### src/rtl/sprite_compositor.sv
// Sprite compositor: layers prioritised rectangular sprites over a tile/background colour and
// records per-frame overlaps between sprite 0 and the other sprites for hit detection.
module sprite_compositor #(
  parameter int unsigned NUM_SPRITES = 6,
  parameter int unsigned COORD_W     = 10,
  parameter int unsigned SIZE_W      = 6,
  parameter int unsigned RGB_W       = 12,
  parameter int unsigned BLINK_LOG2  = 3
) (
  input  logic                            clk,
  input  logic                            rst_n,
  input  logic                            frameStart,
  input  logic                            bright,
  input  logic [COORD_W-1:0]              hCount,
  input  logic [COORD_W-1:0]              vCount,
  input  logic [NUM_SPRITES*2*COORD_W-1:0] spritePos,
  input  logic [NUM_SPRITES*2*SIZE_W-1:0]  spriteSize,
  input  logic [NUM_SPRITES*RGB_W-1:0]     spriteColor,
  input  logic [NUM_SPRITES-1:0]           spriteEnable,
  input  logic [NUM_SPRITES-1:0]           spriteBlink,
  input  logic                             tileZone,
  input  logic [RGB_W-1:0]                 tileRgb,
  input  logic [RGB_W-1:0]                 bgRgb,
  output logic [RGB_W-1:0]                 rgb,
  output logic [NUM_SPRITES-1:0]           overlapMask,
  output logic [15:0]                      frameCount
);

  logic [NUM_SPRITES*2*COORD_W-1:0] pos_q;
  logic [NUM_SPRITES*2*SIZE_W-1:0]  size_q;
  logic [NUM_SPRITES*RGB_W-1:0]     color_q;
  logic [NUM_SPRITES-1:0]           en_q;
  logic [NUM_SPRITES-1:0]           blink_q;
  logic [NUM_SPRITES-1:0]           acc_q;
  logic [NUM_SPRITES-1:0]           mask_q;
  logic [15:0]                      fc_q;
  logic [RGB_W-1:0]                 rgb_q;

  logic [NUM_SPRITES-1:0] hit;
  logic [NUM_SPRITES-1:0] ov;
  logic [RGB_W-1:0]       pix_color;

  // Extents are formed one bit wider so sprites near the right/bottom edge never wrap to 0.
  for (genvar i = 0; i < NUM_SPRITES; i++) begin : g_hit
    logic [COORD_W-1:0] x, y;
    logic [SIZE_W-1:0]  w, h;
    logic [COORD_W:0]   x_end, y_end;
    logic               visible;

    assign x       = pos_q[i*2*COORD_W+COORD_W +: COORD_W];
    assign y       = pos_q[i*2*COORD_W +: COORD_W];
    assign w       = size_q[i*2*SIZE_W+SIZE_W +: SIZE_W];
    assign h       = size_q[i*2*SIZE_W +: SIZE_W];
    assign x_end   = {1'b0, x} + (COORD_W+1)'(w);
    assign y_end   = {1'b0, y} + (COORD_W+1)'(h);
    assign visible = ~blink_q[i] | ~fc_q[BLINK_LOG2-1];
    assign hit[i]  = en_q[i] & visible & (hCount >= x) & ({1'b0, hCount} < x_end)
                   & (vCount >= y) & ({1'b0, vCount} < y_end);
  end

  always_comb begin
    pix_color = tileZone ? tileRgb : bgRgb;
    // Walk from lowest to highest priority so sprite 0 overwrites last.
    for (int i = NUM_SPRITES - 1; i >= 0; i--) begin
      if (hit[i]) pix_color = color_q[i*RGB_W +: RGB_W];
    end
    ov    = hit & {NUM_SPRITES{hit[0] & bright}};
    ov[0] = 1'b0;
  end

  always_ff @(posedge clk or negedge rst_n) begin
    if (!rst_n) begin
      pos_q   <= '0;
      size_q  <= '0;
      color_q <= '0;
      en_q    <= '0;
      blink_q <= '0;
      acc_q   <= '0;
      mask_q  <= '0;
      fc_q    <= '0;
      rgb_q   <= '0;
    end else begin
      rgb_q <= bright ? pix_color : '0;
      if (frameStart) begin
        pos_q   <= spritePos;
        size_q  <= spriteSize;
        color_q <= spriteColor;
        en_q    <= spriteEnable;
        blink_q <= spriteBlink;
        fc_q    <= fc_q + 16'd1;
        mask_q  <= acc_q | ov;
        acc_q   <= '0;
      end else begin
        acc_q <= acc_q | ov;
      end
    end
  end

  assign rgb         = rgb_q;
  assign overlapMask = mask_q;
  assign frameCount  = fc_q;

endmodule

### config.mk
export PLATFORM = sky130hd
export DESIGN_NAME = sprite_compositor
export DESIGN_NICKNAME = d
export VERILOG_FILES = /design/src/rtl/sprite_compositor.sv
export SDC_FILE = /design/constraint.sdc
export NUM_CORES = 1
export LEC_CHECK = 0
export CORE_MARGIN = 5
export CORE_UTILIZATION = 59
export CTS_CLUSTER_SIZE = 24
export DETAILED_ROUTE_END_ITERATION = 12
export PLACE_DENSITY_LB_ADDON = 0.1
export SKIP_LAST_GASP = 1
export SLEW_MARGIN = 20
export SYNTH_ARGS = -nofsm -noshare
export SYNTH_HDL_FRONTEND = slang
export SYNTH_SLANG_ARGS = --single-unit
### constraint.sdc
create_clock -name clk -period 11.8 [get_ports clk]
set_input_delay 1.18 -clock clk [delete_from_list [all_inputs] [get_ports clk]]
set_output_delay 1.18 -clock clk [all_outputs]
set_load 0.02 [all_outputs]
Yosys cells after proc, flatten, opt, wreduce, memory -nomap -nowiden
Cells that the tools add are included.
{"block": "word_totals", "register_bits": 316, "inputBits": 325, "out_inout_bits": 34}
{"block": "classes", "bitwise_logic": 46, "n_addsub": 13, "n_mux": 9, "order_cmp": 24}
{"operator": "10-bit by 6-bit adder with 11-bit output", "count": 12}
{"operator": "10-bit by 11-bit < comparator with 1-bit output", "count": 12}
{"operator": "10-bit >= comparator", "count": 12}
{"operator": "12-bit two-way mux", "count": 8}
{"operator": "1-bit AND", "count": 31}
{"operator": "16-bit by 1-bit adder with 16-bit output (second input constant)", "count": 1}
{"operator": "1-bit inverter", "count": 7}
{"operator": "6-bit AND", "count": 1}
{"operator": "6-bit two-way mux", "count": 1}
{"operator": "1-bit bitwise OR", "count": 6}
{"operator": "6-bit bitwise OR", "count": 1}

Logic depth before layout (Yosys ltp)
{"block": "depth", "ltp_word": 14, "depth_mapped": 21, "mapped_depth_nobuf": 18}

Worst setup path after synthesis
Ideal clock, no wire load.
{"block": "synth_path", "path_type": "reg-to-reg", "startpoint": "register pos_q[40]", "endpoint": "register rgb_q[2] (netlist: rgb[2])", "period_less_slack_ns": 3.969, "required_time_ns": 11.706, "n_path_buf": 1, "arrival_time_ns": 3.875, "slack_ns": 7.831, "setup_time_ns": 0.094, "stages_incl_launch_ff": 18, "path_cell_list": "dfrtp_1 ha_1 fa_1 a211oi_1 o21bai_1 a21oi_1 nor3_1 xnor2_1 ha_1 a2111o_1 a21oi_1 o31ai_1 o311a_1 a211oi_2 clkbuf_1 a221o_2 a221oi_2 a221oi_2"}
{"block": "synth_via", "elab_chain_cells": 7}
{"element": "start: declaration", "line_no": "29", "rtl": "logic [NUM_SPRITES*2*COORD_W-1:0] pos_q;"}
{"element": "start signal: assignment", "line_no": "85", "rtl": "pos_q <= spritePos;"}
{"element": "10-bit by 6-bit adder with 11-bit output or 10-bit >= comparator (tied branches)", "line_no": "55, 58"}
{"element": "10-bit by 11-bit < comparator with 1-bit output or 1-bit AND (tied branches)", "line_no": "58", "rtl": "& (vCount >= y) & ({1'b0, vCount} < y_end);"}
{"element": "1-bit AND (*)", "line_no": "58"}
{"element": "12-bit two-way mux (*) (3 in a row)", "line_no": "65", "rtl": "if (hit[i]) pix_color = color_q[i*RGB_W +: RGB_W];"}
{"element": "12-bit two-way mux (*)", "line_no": "83", "rtl": "rgb_q <= bright ? pix_color : '0;"}
{"element": "end signal: assignment", "line_no": "83"}
{"element": "end: declaration", "line_no": "37", "rtl": "logic [RGB_W-1:0] rgb_q;"}
Every way passes the cells marked *; elsewhere a longest branch is shown, timed or not.
A chain may end at the register's enable or synchronous reset.

Final worst setup path
{"block": "layout_path", "startpoint": "register pos_q[60]", "endpoint": "register rgb_q[1] (netlist: rgb[1])"}
{"block": "layout_via", "elab_chain_cells": 8}
{"element": "10-bit by 6-bit adder with 11-bit output or 10-bit >= comparator (tied branches)", "line_no": "55, 58"}
{"element": "10-bit by 11-bit < comparator with 1-bit output or 1-bit AND (tied branches)", "line_no": "58"}
{"element": "1-bit AND (*)", "line_no": "58"}
{"element": "12-bit two-way mux (*) (4 in a row)", "line_no": "65"}
{"element": "12-bit two-way mux (*)", "line_no": "83"}
Marked as above.

==> flow_summary_export.csv <==
group,metric,value,unit
logic_synthesis,synth-seq-cells,314,
setup_path,cp_slowest_cell,"nor4_4",
sta,min_period_over_period,42.1,%
pwr,leakage,11.8,nW
logic_synthesis,synthArstFlopShare,100,%
placement,dp_hpwl,45.5,mm
sta,setup_viol,0,
pwr,switchingPower,1.14,mW
worst_hold_path,hold_path.class,"register to register",
pwr,combPwrFrac,30.3,%
global_routing,grt_first_pass_wirelength,95.1,mm
setup_path,cp-end-kind,"register",
floorplan,die_area,39400,um^2
sta,rsz0062_at_grt,"false",
floorplan,die_x,199,um
setup_path,critPathTopFamily,"simple AND/OR/NAND/NOR gates",
cells_and_area,syn_to_final_growth,25.5,%
global_routing,antenna_found_initial,12,
route,num_vias,17400,
floorplan,die_h,199,um
route,drtIter0Drc,1129,
cells_and_area,nFillCells,2480,
clock_tree,ctsLongestPathBuffers,3,
cells_and_area,final_common_cell,"clkdlybuf4s50_1",
floorplan,core,35300,um^2
logic_synthesis,synth_cell_types,66,
clock_tree,clkSlewWorstSetupHoldPaths,0.07,ns
global_routing,grt_start_max_net_pins,221,
logic_synthesis,synth-seq-area-share,37.4,%
sta,maxSlewViolCount,0,
route,avgViaCountPerCell,5.95,
floorplan,initial_core_util,59.4,%
setup_path,slowest_delay,1.01,ns
pwr,swShare,31.4,%
logic_synthesis,synth_edf_count,0,
logic_synthesis,avgSynthCellArea,10.1,um^2
setup_path,critical_path_class,"register to register",
pwr,seq_power_share,35.5,%
cells_and_area,final_nets,3063,
setup_path,cp_num_buf_inv,2,
setup_path,arrival,5.37,ns
setup_path,cp-start-kind,"register",
sta,finalHoldViolations,0,
clock_tree,worstSkewPairLatency,0.55,ns
floorplan,placementRows,69,
global_routing,first_global_vias,18000,
pwr,clkPwrFrac,34.2,%
clock_tree,ctsResizeCount,0,
setup_path,crit_path_max_fanout,15,
logic_synthesis,synth_top_flop_cell,"dfrtp_1",
placement,place.gp.congestion,0.898,
cells_and_area,seqCellArea,7860,um^2
logic_synthesis,yosys_warnings,0,
pwr,vdd_drop_max,0.000141,V
route,avgRoutedWirePerCell,20.7,um
cells_and_area,multi_input_area,12200,um^2
clock_tree,post_cts_buffers,0,
global_routing,gr-usage-all-layers,30.4,%
job,max_cap_viol_count,0,
setup_path,required,12.20,ns
logic_synthesis,synthesis.nets,2719,
sta,fin_crit,4.97,ns
placement,io_buffers,357,
sta,fmax,201,MHz
global_routing,grt_overflow_total,0,
sta,holdWs,0.470,ns
sta,worst_pin_slew,1.14,ns
clock_tree,clock-sinks,314,
clock_tree,htree_num_levels,2,
floorplan,ios,359,
sta,skew,0.0108,ns
clock_tree,cts_tree,"done",
cells_and_area,drive_gt1_share,11.3,%
cells_and_area,final_core_util,74.6,%
route,dr.pass1.iters,5,
sta,tns,0,ns
pwr,total_power,3.62,mW
pwr,p_int,2.48,mW
run_status,outcome,"finished, final reports clean",
logic_synthesis,synth_cells,2081,
clock_tree,cts_buffers,36,
pwr,cellPowerDensity,137,nW/um^2
sta,slew_headroom,23.2,%
setup_path,worstPathCellList,"ha_1, inv_1, fa_1, nor2b_1, o31ai_1, nand2b_1, a21o_1, and3_1, xnor2_1, ha_1, nand4_1, nor2_1, a2111oi_4, a211oi_2, nor4_4, nor3_2, buf_4, a221oi_1, a221oi_1",
route,drc_errors,0,
clock_tree,cts_root_buffer,"clkbuf_16",
cells_and_area,final_cell_mix,"clkdlybuf4s50_1, dfrtp_1, ha_1, o21ai_0, nand2_1",
route,drtAntennaViolNets,0,
clock_tree,hold_buffers,0,
logic_synthesis,netlist_area,21000,um^2
route,drt-total-wl,60.5,mm
[synth_stat cells, types with 24 or more instances]
cell,n,area (um^2)
clkbuf_1,53,199
nand2b_1,24,150
xnor2_1,79,692
inv_1,164,616
dfrtp_1,314,7860
o21ai_0,197,986
mux2_2,164,1850
a21o_1,34,255
nor2_1,95,357
nand2_1,188,706
o211ai_1,27,203
ha_1,301,3770
a21oi_1,108,541
[cell families after synthesis]
group / after synthesis / share of synthesized area (%)
buf+inv: 231 / 4.26
simple gates: 418 / 9.20
mux: 164 / 8.80
flops: 314 / 37.4
xor+xnor: 99 / 4.13
fa+ha+maj: 313 / 19.1
compound gates: 541 / 17.1
other cells: 1 / 0.0179
[final cells by class]
class / count / area share, %
clock buffer: 47 / 3.89
multi-input combinational: 1536 / 46.5
inverter: 164 / 2.34
antenna: 6 / 0.0570
tap: 461 / 2.19
sequential: 314 / 29.8
timing repair buffer: 373 / 14.1
clock inverter: 18 / 1.06
[sequential cells by signal (all words and copies together) (netlist names)]
signal and cells:
blink_q 6, rgb 12, overlapMask 5, en_q 6, size_q 72, frameCount 16, color_q 72, acc_q 5
pos_q 120
[power groups by stage]
stage               logic, mW  registers, mW  clock network (mW)
floorplan               0.678           1.29                   0
global placement         1.04           1.30                   0
detailed placement       1.08           1.30                   0
CTS                      1.09           1.28                1.26
global route             1.22           1.30                1.30
finish                   1.10           1.29                1.24
[worst register-to-register path, cell delays in order, from the launching register on]
cell	delay, ns
dfrtp_1	0.40
ha_1	0.22
inv_1	0.07
fa_1	0.22
nor2b_1	0.07
o31ai_1	0.36
nand2b_1	0.13
a21o_1	0.22
and3_1	0.20
xnor2_1	0.18
ha_1	0.27
nand4_1	0.12
nor2_1	0.08
a2111oi_4	0.35
a211oi_2	0.18
nor4_4	1.01
nor3_2	0.06
buf_4	0.24
a221oi_1	0.30
a221oi_1	0.14
[stage by stage]
step,cell area [um^2],worst slack (ns),std cells
detailed placement,25000,6.64,2848
finish,26300,6.83,2919
floorplan,21000,7.83,2081
global placement,25000,6.75,2848
global route,26300,6.53,2918
CTS,26300,6.90,2913
[final timing paths]
path | start | to | slack (ns) | cells past startpoint
max | pos_q[60] | rgb[1] | 6.83 | 19
min reg2reg | frameCount[15] | frameCount[15] | 0.47 | 1
max in group asynchronous | rst_n | frameCount[5] | 9.21 | 3
max reg2reg | pos_q[60] | rgb[1] | 6.83 | 19
min | frameCount[15] | frameCount[15] | 0.47 | 1
min in group asynchronous | rst_n | size_q[39] | 0.63 | 1
[routing by layer]
metal | routed length [um] | up-vias | GRT usage, % | share of wire [%]
li1 | - | 8178 | - | -
met1 | 25500 | 8443 | 40.0 | 42
met2 | 28600 | 607 | 50.3 | 47
met3 | 4120 | 131 | 5.56 | 6.8
met4 | 2180 | 12 | 11.6 | 3.6
met5 | 83 | - | 0 | 0.14
Note: power is estimated with default switching activity, not from simulation.
